--- config.mk ---
export PLATFORM = sky130hd
export DESIGN_NAME = wave_prefetch_flat
export DESIGN_NICKNAME = d
export VERILOG_FILES = /design/src/rtl/wave_pkg.sv /design/src/rtl/wave_prefetch_if.sv /design/src/rtl/wave_word_fifo.sv /design/src/rtl/wave_prefetch.sv /design/src/flat_wrapper.sv
export SDC_FILE = /design/constraint.sdc
export NUM_CORES = 1
export LEC_CHECK = 0
export CAP_MARGIN = 20
export CORE_AREA = 2 2 170 213
export DETAILED_ROUTE_END_ITERATION = 7
export DIE_AREA = 0 0 172 215
export PLACE_DENSITY = 0.75
export SLEW_MARGIN = 20
export SYNTH_ARGS = -nofsm -noshare
export SYNTH_HDL_FRONTEND = slang
export SYNTH_SLANG_ARGS = --single-unit
--- constraint.sdc ---
create_clock -name clk_sys -period 7.3 [get_ports clk_sys]
set_clock_uncertainty 0.2 [all_clocks]
set_input_delay 1.825 -clock clk_sys [delete_from_list [all_inputs] [get_ports clk_sys]]
set_output_delay 1.825 -clock clk_sys [all_outputs]
set_load 0.01 [all_outputs]
--- src/rtl/wave_pkg.sv ---
// Shared types and helpers for the wave sample prefetcher.
// Fetch FSM encoding, word geometry and byte-to-PCM conversion.
package wave_pkg;

  typedef enum logic [1:0] {
    F_IDLE = 2'd0,
    F_REQ  = 2'd1,
    F_WAIT = 2'd2
  } fetch_e;

  localparam int BYTES_PER_WORD = 8;

  // Unsigned 8-bit PCM to signed 16-bit: flip the MSB, scale by 256.
  function automatic logic [15:0] u8_to_s16(input logic [7:0] b);
    return {~b[7], b[6:0], 8'h00};
  endfunction

endpackage

--- src/rtl/wave_prefetch_if.sv ---
// DDR word-read port between the prefetcher and the memory arbiter.
// One read in flight; data returns as a single-cycle mem_valid beat.
interface wave_prefetch_if;
  logic        mem_rd;
  logic [24:0] mem_addr;
  logic        mem_busy;
  logic [63:0] mem_dout;
  logic        mem_valid;

  modport master (
    output mem_rd, mem_addr,
    input  mem_busy, mem_dout, mem_valid
  );

  modport slave (
    input  mem_rd, mem_addr,
    output mem_busy, mem_dout, mem_valid
  );
endinterface

--- src/rtl/wave_word_fifo.sv ---
// First-word fall-through FIFO holding prefetched 64-bit DDR words.
// Head is combinational so the unpacker indexes it directly.
module wave_word_fifo #(
  parameter int DEPTH = 4,
  parameter int W     = 64
) (
  input  logic                   clk,
  input  logic                   rst,
  input  logic                   flush_i,
  input  logic                   push_i,
  input  logic [W-1:0]           din_i,
  input  logic                   pop_i,
  output logic [W-1:0]           dout_o,
  output logic                   full_o,
  output logic                   empty_o,
  output logic [$clog2(DEPTH):0] level_o
);
  localparam int AW = $clog2(DEPTH);
  localparam int LW = AW + 1;

  logic [W-1:0]  mem_q [DEPTH];
  logic [AW-1:0] wp_q, rp_q;
  logic [LW-1:0] cnt_q;
  logic          do_push, do_pop;

  assign do_push = push_i && !full_o;
  assign do_pop  = pop_i && !empty_o;

  always_ff @(posedge clk or posedge rst) begin
    if (rst) begin
      wp_q  <= '0;
      rp_q  <= '0;
      cnt_q <= '0;
    end else if (flush_i) begin
      wp_q  <= '0;
      rp_q  <= '0;
      cnt_q <= '0;
    end else begin
      if (do_push) wp_q <= wp_q + 1'b1;
      if (do_pop)  rp_q <= rp_q + 1'b1;
      cnt_q <= cnt_q + LW'(do_push) - LW'(do_pop);
    end
  end

  always_ff @(posedge clk) begin
    if (do_push) mem_q[wp_q] <= din_i;
  end

  assign dout_o  = mem_q[rp_q];
  assign level_o = cnt_q;
  assign full_o  = (cnt_q == LW'(DEPTH));
  assign empty_o = (cnt_q == '0);

endmodule

--- src/rtl/wave_prefetch.sv ---
// Prefetches 8-bit PCM from DDR into a word FIFO and emits one
// signed 16-bit sample per divider tick.
module wave_prefetch
  import wave_pkg::*;
#(
  parameter int FIFO_WORDS = 4,
  parameter int DIV_W      = 16
) (
  input  logic             clk_sys,
  input  logic             reset,
  input  logic             start,
  input  logic             stop,
  input  logic [27:0]      start_addr,
  input  logic [23:0]      length,
  input  logic [DIV_W-1:0] rate_div,
  wave_prefetch_if.master  mem,
  output logic [15:0]      sample,
  output logic             sample_stb,
  output logic             playing,
  output logic             done,
  output logic             underrun
);
  localparam int LW = $clog2(FIFO_WORDS) + 1;

  fetch_e           fst_q, fst_d;
  logic [24:0]      waddr_q, waddr_d;
  logic [21:0]      wleft_q, wleft_d;
  logic             drain_q, drain_d;
  logic             pend_q, pend_d;
  logic [27:0]      paddr_q, paddr_d;
  logic [23:0]      plen_q, plen_d;
  logic [2:0]       bidx_q, bidx_d;
  logic [23:0]      rem_q, rem_d;
  logic [DIV_W-1:0] div_q, div_d;
  logic             play_q, play_d;
  logic             stb_q, stb_d;
  logic             done_q, done_d;
  logic             unr_q, unr_d;
  logic [15:0]      smp_q, smp_d;

  logic [63:0]      head;
  logic             full, empty;
  logic [LW-1:0]    level;
  logic             push, pop, flush;
  logic             go, abort, accept;
  logic             inflight, launch, tick;
  logic [27:0]      l_addr;
  logic [23:0]      l_len;
  logic [21:0]      nwords;
  logic [7:0]       cur;

  wave_word_fifo #(
    .DEPTH(FIFO_WORDS),
    .W    (64)
  ) u_fifo (
    .clk    (clk_sys),
    .rst    (reset),
    .flush_i(flush),
    .push_i (push),
    .din_i  (mem.mem_dout),
    .pop_i  (pop),
    .dout_o (head),
    .full_o (full),
    .empty_o(empty),
    .level_o(level)
  );

  assign go     = start && !stop;
  assign abort  = start || stop;
  assign accept = (fst_q == F_REQ) && !mem.mem_busy;
  // A read accepted this cycle or still awaiting data blocks a restart.
  assign inflight = accept ||
    (((fst_q == F_WAIT) || drain_q) && !mem.mem_valid);
  assign launch = go ? !inflight
                     : (!abort && pend_q && !drain_q);
  assign l_addr = go ? start_addr : paddr_q;
  assign l_len  = go ? length : plen_q;
  assign nwords = 22'((25'(l_addr[2:0]) + 25'(l_len) + 25'd7) >> 3);
  assign tick   = play_q && (div_q >= rate_div);
  assign cur    = head[{bidx_q, 3'b000} +: 8];

  always_comb begin
    fst_d   = fst_q;
    waddr_d = waddr_q;
    wleft_d = wleft_q;
    drain_d = drain_q;
    pend_d  = pend_q;
    paddr_d = paddr_q;
    plen_d  = plen_q;
    bidx_d  = bidx_q;
    rem_d   = rem_q;
    div_d   = div_q;
    play_d  = play_q;
    unr_d   = unr_q;
    smp_d   = smp_q;
    stb_d   = 1'b0;
    done_d  = 1'b0;
    push    = 1'b0;
    pop     = 1'b0;
    flush   = 1'b0;

    if (abort) begin
      flush   = 1'b1;
      fst_d   = F_IDLE;
      wleft_d = '0;
      play_d  = 1'b0;
      div_d   = '0;
      drain_d = inflight;
      pend_d  = go && inflight;
      if (go) begin
        paddr_d = start_addr;
        plen_d  = length;
      end
    end else begin
      if (drain_q && mem.mem_valid) drain_d = 1'b0;

      unique case (fst_q)
        F_IDLE: begin
          if (play_q && (wleft_q != '0) && !full && !drain_q)
            fst_d = F_REQ;
        end
        F_REQ: begin
          if (!mem.mem_busy) fst_d = F_WAIT;
        end
        F_WAIT: begin
          if (mem.mem_valid) begin
            push    = 1'b1;
            waddr_d = waddr_q + 25'd1;
            wleft_d = wleft_q - 22'd1;
            fst_d   = ((wleft_q != 22'd1) &&
                       (level < LW'(FIFO_WORDS - 1))) ? F_REQ : F_IDLE;
          end
        end
        default: fst_d = F_IDLE;
      endcase

      if (play_q) begin
        div_d = tick ? '0 : div_q + 1'b1;
        if (tick) begin
          if (empty) begin
            unr_d = 1'b1;
          end else begin
            smp_d = u8_to_s16(cur);
            stb_d = 1'b1;
            rem_d = rem_q - 24'd1;
            if (rem_q == 24'd1) begin
              play_d = 1'b0;
              done_d = 1'b1;
              pop    = 1'b1;
            end else if (bidx_q == 3'(BYTES_PER_WORD - 1)) begin
              pop    = 1'b1;
              bidx_d = '0;
            end else begin
              bidx_d = bidx_q + 3'd1;
            end
          end
        end
      end
    end

    if (launch) begin
      pend_d  = 1'b0;
      waddr_d = l_addr[27:3];
      wleft_d = nwords;
      bidx_d  = l_addr[2:0];
      rem_d   = l_len;
      unr_d   = 1'b0;
      div_d   = '0;
      if (l_len != '0) begin
        play_d = 1'b1;
        fst_d  = F_REQ;
      end
    end
  end

  always_ff @(posedge clk_sys or posedge reset) begin
    if (reset) begin
      fst_q   <= F_IDLE;
      waddr_q <= '0;
      wleft_q <= '0;
      drain_q <= 1'b0;
      pend_q  <= 1'b0;
      paddr_q <= '0;
      plen_q  <= '0;
      bidx_q  <= '0;
      rem_q   <= '0;
      div_q   <= '0;
      play_q  <= 1'b0;
      stb_q   <= 1'b0;
      done_q  <= 1'b0;
      unr_q   <= 1'b0;
      smp_q   <= '0;
    end else begin
      fst_q   <= fst_d;
      waddr_q <= waddr_d;
      wleft_q <= wleft_d;
      drain_q <= drain_d;
      pend_q  <= pend_d;
      paddr_q <= paddr_d;
      plen_q  <= plen_d;
      bidx_q  <= bidx_d;
      rem_q   <= rem_d;
      div_q   <= div_d;
      play_q  <= play_d;
      stb_q   <= stb_d;
      done_q  <= done_d;
      unr_q   <= unr_d;
      smp_q   <= smp_d;
    end
  end

  assign mem.mem_rd   = (fst_q == F_REQ);
  assign mem.mem_addr = waddr_q;
  assign sample       = smp_q;
  assign sample_stb   = stb_q;
  assign playing      = play_q;
  assign done         = done_q;
  assign underrun     = unr_q;

endmodule
--- src/flat_wrapper.sv ---
// flat-port wrapper written by rule: the top's interface ports become plain ports
module wave_prefetch_flat import wave_pkg::*;
#(
  parameter int FIFO_WORDS = 4,
  parameter int DIV_W      = 16
)
  (clk_sys, reset, start, stop, start_addr, length, rate_div, sample, sample_stb, playing, done, underrun, mem_mem_rd, mem_mem_addr, mem_mem_busy, mem_mem_dout, mem_mem_valid);
  wave_prefetch_if mem_i ();
  input  logic clk_sys;
  input  logic reset;
  input  logic start;
  input  logic stop;
  input  logic [27:0] start_addr;
  input  logic [23:0] length;
  input  logic [DIV_W-1:0] rate_div;
  output logic [15:0] sample;
  output logic sample_stb;
  output logic playing;
  output logic done;
  output logic underrun;
  output wire logic [$bits(mem_i.mem_rd)-1:0] mem_mem_rd;
  output wire logic [$bits(mem_i.mem_addr)-1:0] mem_mem_addr;
  input wire logic [$bits(mem_i.mem_busy)-1:0] mem_mem_busy;
  input wire logic [$bits(mem_i.mem_dout)-1:0] mem_mem_dout;
  input wire logic [$bits(mem_i.mem_valid)-1:0] mem_mem_valid;
  assign mem_mem_rd = mem_i.mem_rd;
  assign mem_mem_addr = mem_i.mem_addr;
  assign mem_i.mem_busy = mem_mem_busy;
  assign mem_i.mem_dout = mem_mem_dout;
  assign mem_i.mem_valid = mem_mem_valid;
  wave_prefetch #(.FIFO_WORDS(FIFO_WORDS), .DIV_W(DIV_W)) u_core (.clk_sys(clk_sys), .reset(reset), .start(start), .stop(stop), .start_addr(start_addr), .length(length), .rate_div(rate_div), .mem(mem_i), .sample(sample), .sample_stb(sample_stb), .playing(playing), .done(done), .underrun(underrun));
endmodule
# Word-level counts from Yosys, hierarchy flattened
# Memories as Yosys holds them, arrays and structs flattened.
# Cells that the tools add are included.
# W data, S select, Z words.
[op_classes]
addsub = 11
n_bitwise = 3
magnitude_cmp = 2
n_mux = 77
reduce_logical = 47
shifts = 1
n_eq_ne = 9
[ops]
columns = ["cell", "n"]
rows = [
  ["$mux W24", 6],
  ["$mux W25", 4],
  ["$mux W22", 4],
  ["$mux W16", 4],
  ["$shiftx A64 B7 Y8", 1],
  ["$mux W1", 39],
  ["$mux W28", 1],
  ["$add A25 B1 Y25 const B", 1],
  ["$add A25 B3 Y25 const B", 1],
  ["$add A3 B24 Y25", 1],
  ["$eq A24 B1 Y1 const B", 1],
  ["$mux W3", 8],
  ["$reduce_bool A24 Y1", 1],
  ["$sub A24 B1 Y24 const B", 1],
  ["$ne A22 B1 Y1 const B", 1],
  ["$reduce_bool A22 Y1", 1],
  ["$sub A22 B1 Y22 const B", 1],
  ["$mux W2", 10],
  ["$reduce_bool A2 Y1", 9],
  ["$add A16 B1 Y16 const B", 1],
  ["$ge A16 B16 Y1", 1],
  ["$logic_and A1 B1 Y1", 14],
  ["$reduce_and A4 Y1", 3],
  ["$reduce_bool A3 Y1", 3],
  ["other kinds (19)", 33],
]
[totals]
ramBits = 256
mem_count = 1
register_bits = 165
inputBits = 138
out_inout_bits = 46
wordCells = 169
[memory_table]
columns = ["memory", "depth", "width", "rd", "rd_clocked_by_memory_dff", "wr", "line", "source"]
rows = [
  ["u_core.u_fifo.mem_q", 4, 64, 1, 0, 1, "wave_word_fifo.sv:21", "logic [W-1:0] mem_q [DEPTH];"],
]

# Depth between registers and ports, before layout
[depth]
depth_word = 10
ltp_mapped = 18
depth_no_buf = 14

# Modules after synthesis
# From an unflattened synthesis, not the netlist that was laid out.
[hier_totals]
hier_cells = 1338
hier_area_um2 = 19003.2
[by_module_without_submodules]
columns = ["mod", "area_each_um2", "seq_area_each_um2", "instances", "cells_per_inst"]
rows = [
  ["wave_word_fifo", 9673.0, 7862.5, 1, 381],
  ["wave_prefetch", 9330.2, 3953.8, 1, 957],
]

# Worst setup path before layout
# No wires, ideal clock.
[synth_path]
path_type = "in2reg"
start = "input start"
end = "register u_core.wleft_q[17]"
t_arrival_ns = 5.234
setup_ns = 0.138
path_stages = 18
setup_slack_ns = 1.728
path_cell_list = "buf_2 nand2b_1 buf_2 buf_2 buf_4 buf_2 buf_2 mux2i_1 ha_1 inv_1 ha_1 nand3b_1 a211oi_1 o21ai_1 clkbuf_1 nor4_1 xnor2_1 o22ai_1"
[synth_via]
elab_chain_len = 7
word_cells_on_any_way = 15
[synth_lines]
columns = ["element", "line", "source"]
rows = [
  ["start, declared", "flat_wrapper.sv:11", "input logic start;"],
  ["branches (longest 7 deep; another with $add A3 B24 Y25)", "--", ""],
  ["end signal, assigned", "wave_prefetch.sv:196", "wleft_q <= wleft_d;"],
  ["end, declared", "wave_prefetch.sv:27", "logic [21:0] wleft_q, wleft_d;"],
]
# Parallel ways; which one is timed is not known.
# A chain may end at the register's enable or synchronous reset.

# Final worst setup path
[layout_path]
start = "input stop"
end = "register u_core.wleft_q[14]"
[layout_via]
elab_chain_len = 7
word_cells_on_any_way = 16
[layout_lines]
columns = ["element", "line", "source"]
rows = [
  ["start, declared", "flat_wrapper.sv:12", "input logic stop;"],
  ["branches (longest 7 deep; another with $add A3 B24 Y25)", "--", ""],
]
# Parallel ways; which one is timed is not known.

==> metrics.log <==
INFO  metric antenna_found_initial = 3
INFO  metric rr_endpoint = u_core.u_fifo.level_o[2]$_DFF_PP0_
INFO  metric seq_power_share = 49.6%
INFO  metric capturing_instance_or_port_of_the_critical_path = u_core.wleft_q[14]$_DFFE_PP0P_
INFO  metric fin_tns_setup = 0 ns
INFO  metric post_drt_via_cell_ratio = 5.88
INFO  metric area_delta_synth_final = 18.9%
INFO  metric path_max_fanout = 13
INFO  metric core-area = 35100 um^2
INFO  metric boundaryPins = 184
INFO  metric post_cts_resize_count = 0
INFO  metric global_route.usage.total = 23.5%
INFO  metric hold_wc_path_type = flop to flop
INFO  metric number_of_synthesized_flops_with_an_enable_pin = 256
INFO  metric synthDominantAreaCellType = edfxtp_1
INFO  metric critical_path.reg2reg.startpoint = u_core.div_q[0]$_DFFE_PP0P_
INFO  metric synth-seq-cells = 421
INFO  metric grt_pass1_vias = 12.3k
INFO  metric clk-insertion-delay-late = 0.54 ns
INFO  metric netlist_top_cells_area = edfxtp_1, dfrtp_1, mux4_2
INFO  metric die_boundary_width = 172 um
INFO  metric dieHeight = 215 um
INFO  metric globalRoute.totalOverflow = 0
INFO  metric route.vias.total = 11.9k
INFO  metric worst_setup_path_start_kind = input pin
INFO  metric nets = 1696
INFO  metric grt_max_degree = 96
INFO  metric rsz0062_at_grt = no
INFO  metric critical_path_class = input pin to flop
INFO  metric p_int = 4.27 mW
INFO  metric netlist-cell-type-count = 73
INFO  metric final_period_minus_worst_setup_slack = 5.18 ns
INFO  metric p_per_area = 254 nW/um^2
INFO  metric detail-route-antenna-nets = 0
INFO  metric yosys_most_used_dff = edfxtp_1
INFO  metric holdWs = 0.293 ns
INFO  metric synth-compound-area-share = 6.21%
INFO  metric cts.root.buffer_cell = clkbuf_16
INFO  metric crit_path_end_kind = flop
INFO  metric power.clock.fraction = 36.0%
INFO  metric relSlewSlack = 30.3%
INFO  metric power.leakage = 8.01 nW
INFO  metric postCtsHoldBufs = 0
INFO  metric finalSetupViolations = 0
INFO  metric synth_xor_area_share = 3.74%
INFO  metric finalMaxSlewViolations = 0
INFO  metric standard_cell_row_count = 77
INFO  metric p_sw = 1.46 mW
INFO  metric synth_top_cell_area_share = 40.5%
INFO  metric crit_required = 7.51 ns
INFO  metric detail_route.drc_violations = 0
INFO  metric drv.max_cap_violation_count = 0
INFO  metric ff2ff_setup_slack = 3.62 ns
INFO  metric synthCells = 1350
INFO  metric initial_core_util = 54.1%
INFO  metric run_status = completed
INFO  metric clkSinkCount = 421
INFO  metric cts.htree.levels = 2
INFO  metric power.share.combinational = 14.4%
INFO  metric yosysSeqAreaShare = 62.2%
INFO  metric drt_first_iter_violations = 1102
INFO  metric dieArea = 37000 um^2
INFO  metric synthesized_area = 19000 um^2
INFO  metric synth-async-reset-ratio = 39.2%
INFO  metric fmax = 193 MHz
INFO  metric worst_slew_pin_slew = 1.04 ns
INFO  metric buffer_ports.inserted = 175
INFO  metric wire_length_of_the_first_global_routing_pass = 67400 um
INFO  metric gpl.final_weighted_congestion = 0.882
INFO  metric cts_made_buffers = 41
INFO  metric timing.critical_path.from = stop
INFO  metric fillCellCount = 2538
INFO  metric finalHoldViolCount = 0
INFO  metric max-vdd-ir-drop = 211 uV
INFO  metric routed_wire_length_per_instance = 21.0 um
INFO  metric cts_tree = done
INFO  metric synthesis.area_per_instance = 14.1 um^2
INFO  metric rr_worst_depth = 16
INFO  metric synth_warnings = 0
INFO  metric switching_share = 25.4%
INFO  metric synth_top_family_by_area = multiplexers
INFO  metric clk_pin_slew_worst_paths = 0.06 ns
INFO  metric dp_hpwl = 27800 um
INFO  metric fin_crit_sh = 71.0%
INFO  metric number_of_buffers_on_the_longest_clock_path = 3
INFO  metric adder_and_majority_gate_portion_of_the_synthesized_area = 2.41%
INFO  metric synth.area.mux_share = 13.0%
INFO  metric drive_gt1_share = 14.7%
INFO  metric timing.critical_path.arrival = 5.39 ns
INFO  metric totalWireLength = 42600 um
INFO  metric synth_simple_gate_area_share = 9.78%
INFO  metric firstDrtPassIters = 5
INFO  metric cts_post_setup_buffers_inserted = 0
## cells in the final DEF, fill, tap and decap left out, drive strengths merged, types with 5 or more instances in the layout
master / instances
a21o: 5
a2111oi: 5
clkdlybuf4s50: 175
o32ai: 6
nand2: 98
edfxtp: 256
mux2: 50
nor4: 18
and2: 6
o211ai: 6
or2: 5
o21ai: 58
clkbuf: 63
xor2: 31
a211oi: 12
nor2b: 6
conb: 8
and3: 12
mux2i: 27
mux4: 73
nand2b: 14
nor3: 18
xnor2: 50
inv: 43
nand4: 20
a21oi: 39
nor2: 81
or3: 9
nor4b: 6
nand3: 33
a31oi: 11
nand3b: 6
and4: 7
buf: 20
clkinv: 9
ha: 35
dfrtp: 165
o22ai: 18
or4: 11
## worst max-delay path, stage by stage
cell             delay [ns]
clkdlybuf4s50_1        0.58
nand2b_4               0.24
mux2_2                 0.38
inv_1                  0.06
ha_1                   0.13
inv_1                  0.04
ha_1                   0.31
nand3b_1               0.08
a211oi_1               0.43
o21ai_1                0.38
nor4_1                 0.66
xnor2_1                0.19
o22ai_1                0.09
## power by group through the flow
stage	registers [mW]	clock network [mW]	logic, mW
final	2.84	2.06	0.823
after global routing	2.87	2.20	0.895
after CTS	2.84	2.10	0.825
after detailed placement	2.88	0	0.820
after global placement	2.88	0	0.802
after floorplan	2.85	0	0.478
## layer usage
layer / track usage [%] / wire length (um)
met1: 31.5 / 17500
met4: 9.64 / 1670
met5: 0 / 16
met2: 38.7 / 21200
met3: 3.48 / 2230
## logic make-up (layout without fill, tap and decap cells)
logic type	after synthesis	in the layout
AO/OA/AOI/OAI	187	187
multiplexers	150	150
buffers and inverters	115	312
adder cells (fa/ha/maj)	36	36
flip-flops	421	421
XOR/XNOR	81	81
other	1	9
AND/OR/NAND/NOR	359	359
## layout make-up
type	instances	area [um^2]	area share (%)
Sequential cell	421	11800	52.4
Multi-Input combinational cell	821	6750	29.9
Timing Repair Buffer	195	1930	8.54
Clock buffer	63	1230	5.45
Tap cell	474	593	2.63
Inverter	42	163	0.721
Clock inverter	12	85.1	0.377
Antenna cell	1	2.50	0.0111
## cell usage after synthesis, types with 14 or more instances
cell type	count
a21oi_1	38
buf_2	15
clkbuf_1	38
dfrtp_1	165
edfxtp_1	256
ha_1	35
inv_1	42
mux2_2	50
mux2i_1	27
mux4_2	73
nand2_1	97
nand2b_1	14
nand3_1	33
nand4_1	20
nor2_1	81
nor3_1	17
nor4_1	18
o21ai_0	47
o22ai_1	18
xnor2_1	50
xor2_1	31
## worst min path at each step
stage,cells after the start,startpoint,end
finish,1,u_core.paddr_q[11]$_DFFE_PP0N_,u_core.paddr_q[11]$_DFFE_PP0N_
detailed placement,1,u_core.paddr_q[18]$_DFFE_PP0N_,u_core.paddr_q[18]$_DFFE_PP0N_
global route,1,u_core.paddr_q[23]$_DFFE_PP0N_,u_core.paddr_q[23]$_DFFE_PP0N_
global placement,1,u_core.paddr_q[10]$_DFFE_PP0N_,u_core.paddr_q[10]$_DFFE_PP0N_
floorplan,1,u_core.paddr_q[3]$_DFFE_PP0N_,u_core.paddr_q[3]$_DFFE_PP0N_
CTS,1,u_core.paddr_q[18]$_DFFE_PP0N_,u_core.paddr_q[18]$_DFFE_PP0N_
## through the flow
step | cell area, um^2 | setup slack, ns | total power, mW | utilization, % | std cells
floorplan | 19000 | 0.813 | 3.33 | - | 1357
global placement | 21300 | 1.74 | 3.68 | 60.6 | 1953
detailed placement | 21300 | 1.60 | 3.71 | 60.6 | 1953
CTS | 22600 | 2.16 | 5.77 | 64.4 | 2028
global route | 22600 | 1.84 | 5.97 | 64.4 | 2029
finish | 22600 | 2.12 | 5.73 | 64.4 | 2029
## state kept, by name, summed over array words and instances (netlist names), 8 cells and up
register             cells
u_core.mem.mem_addr     25
u_core.paddr_q          28
u_core.rem_q            24
u_core.wleft_q          22
u_core.u_fifo.mem_q    256
u_core.plen_q           24
u_core.sample            8
u_core.div_q            16
No activity file was read; power rests on OpenSTA's default activity.
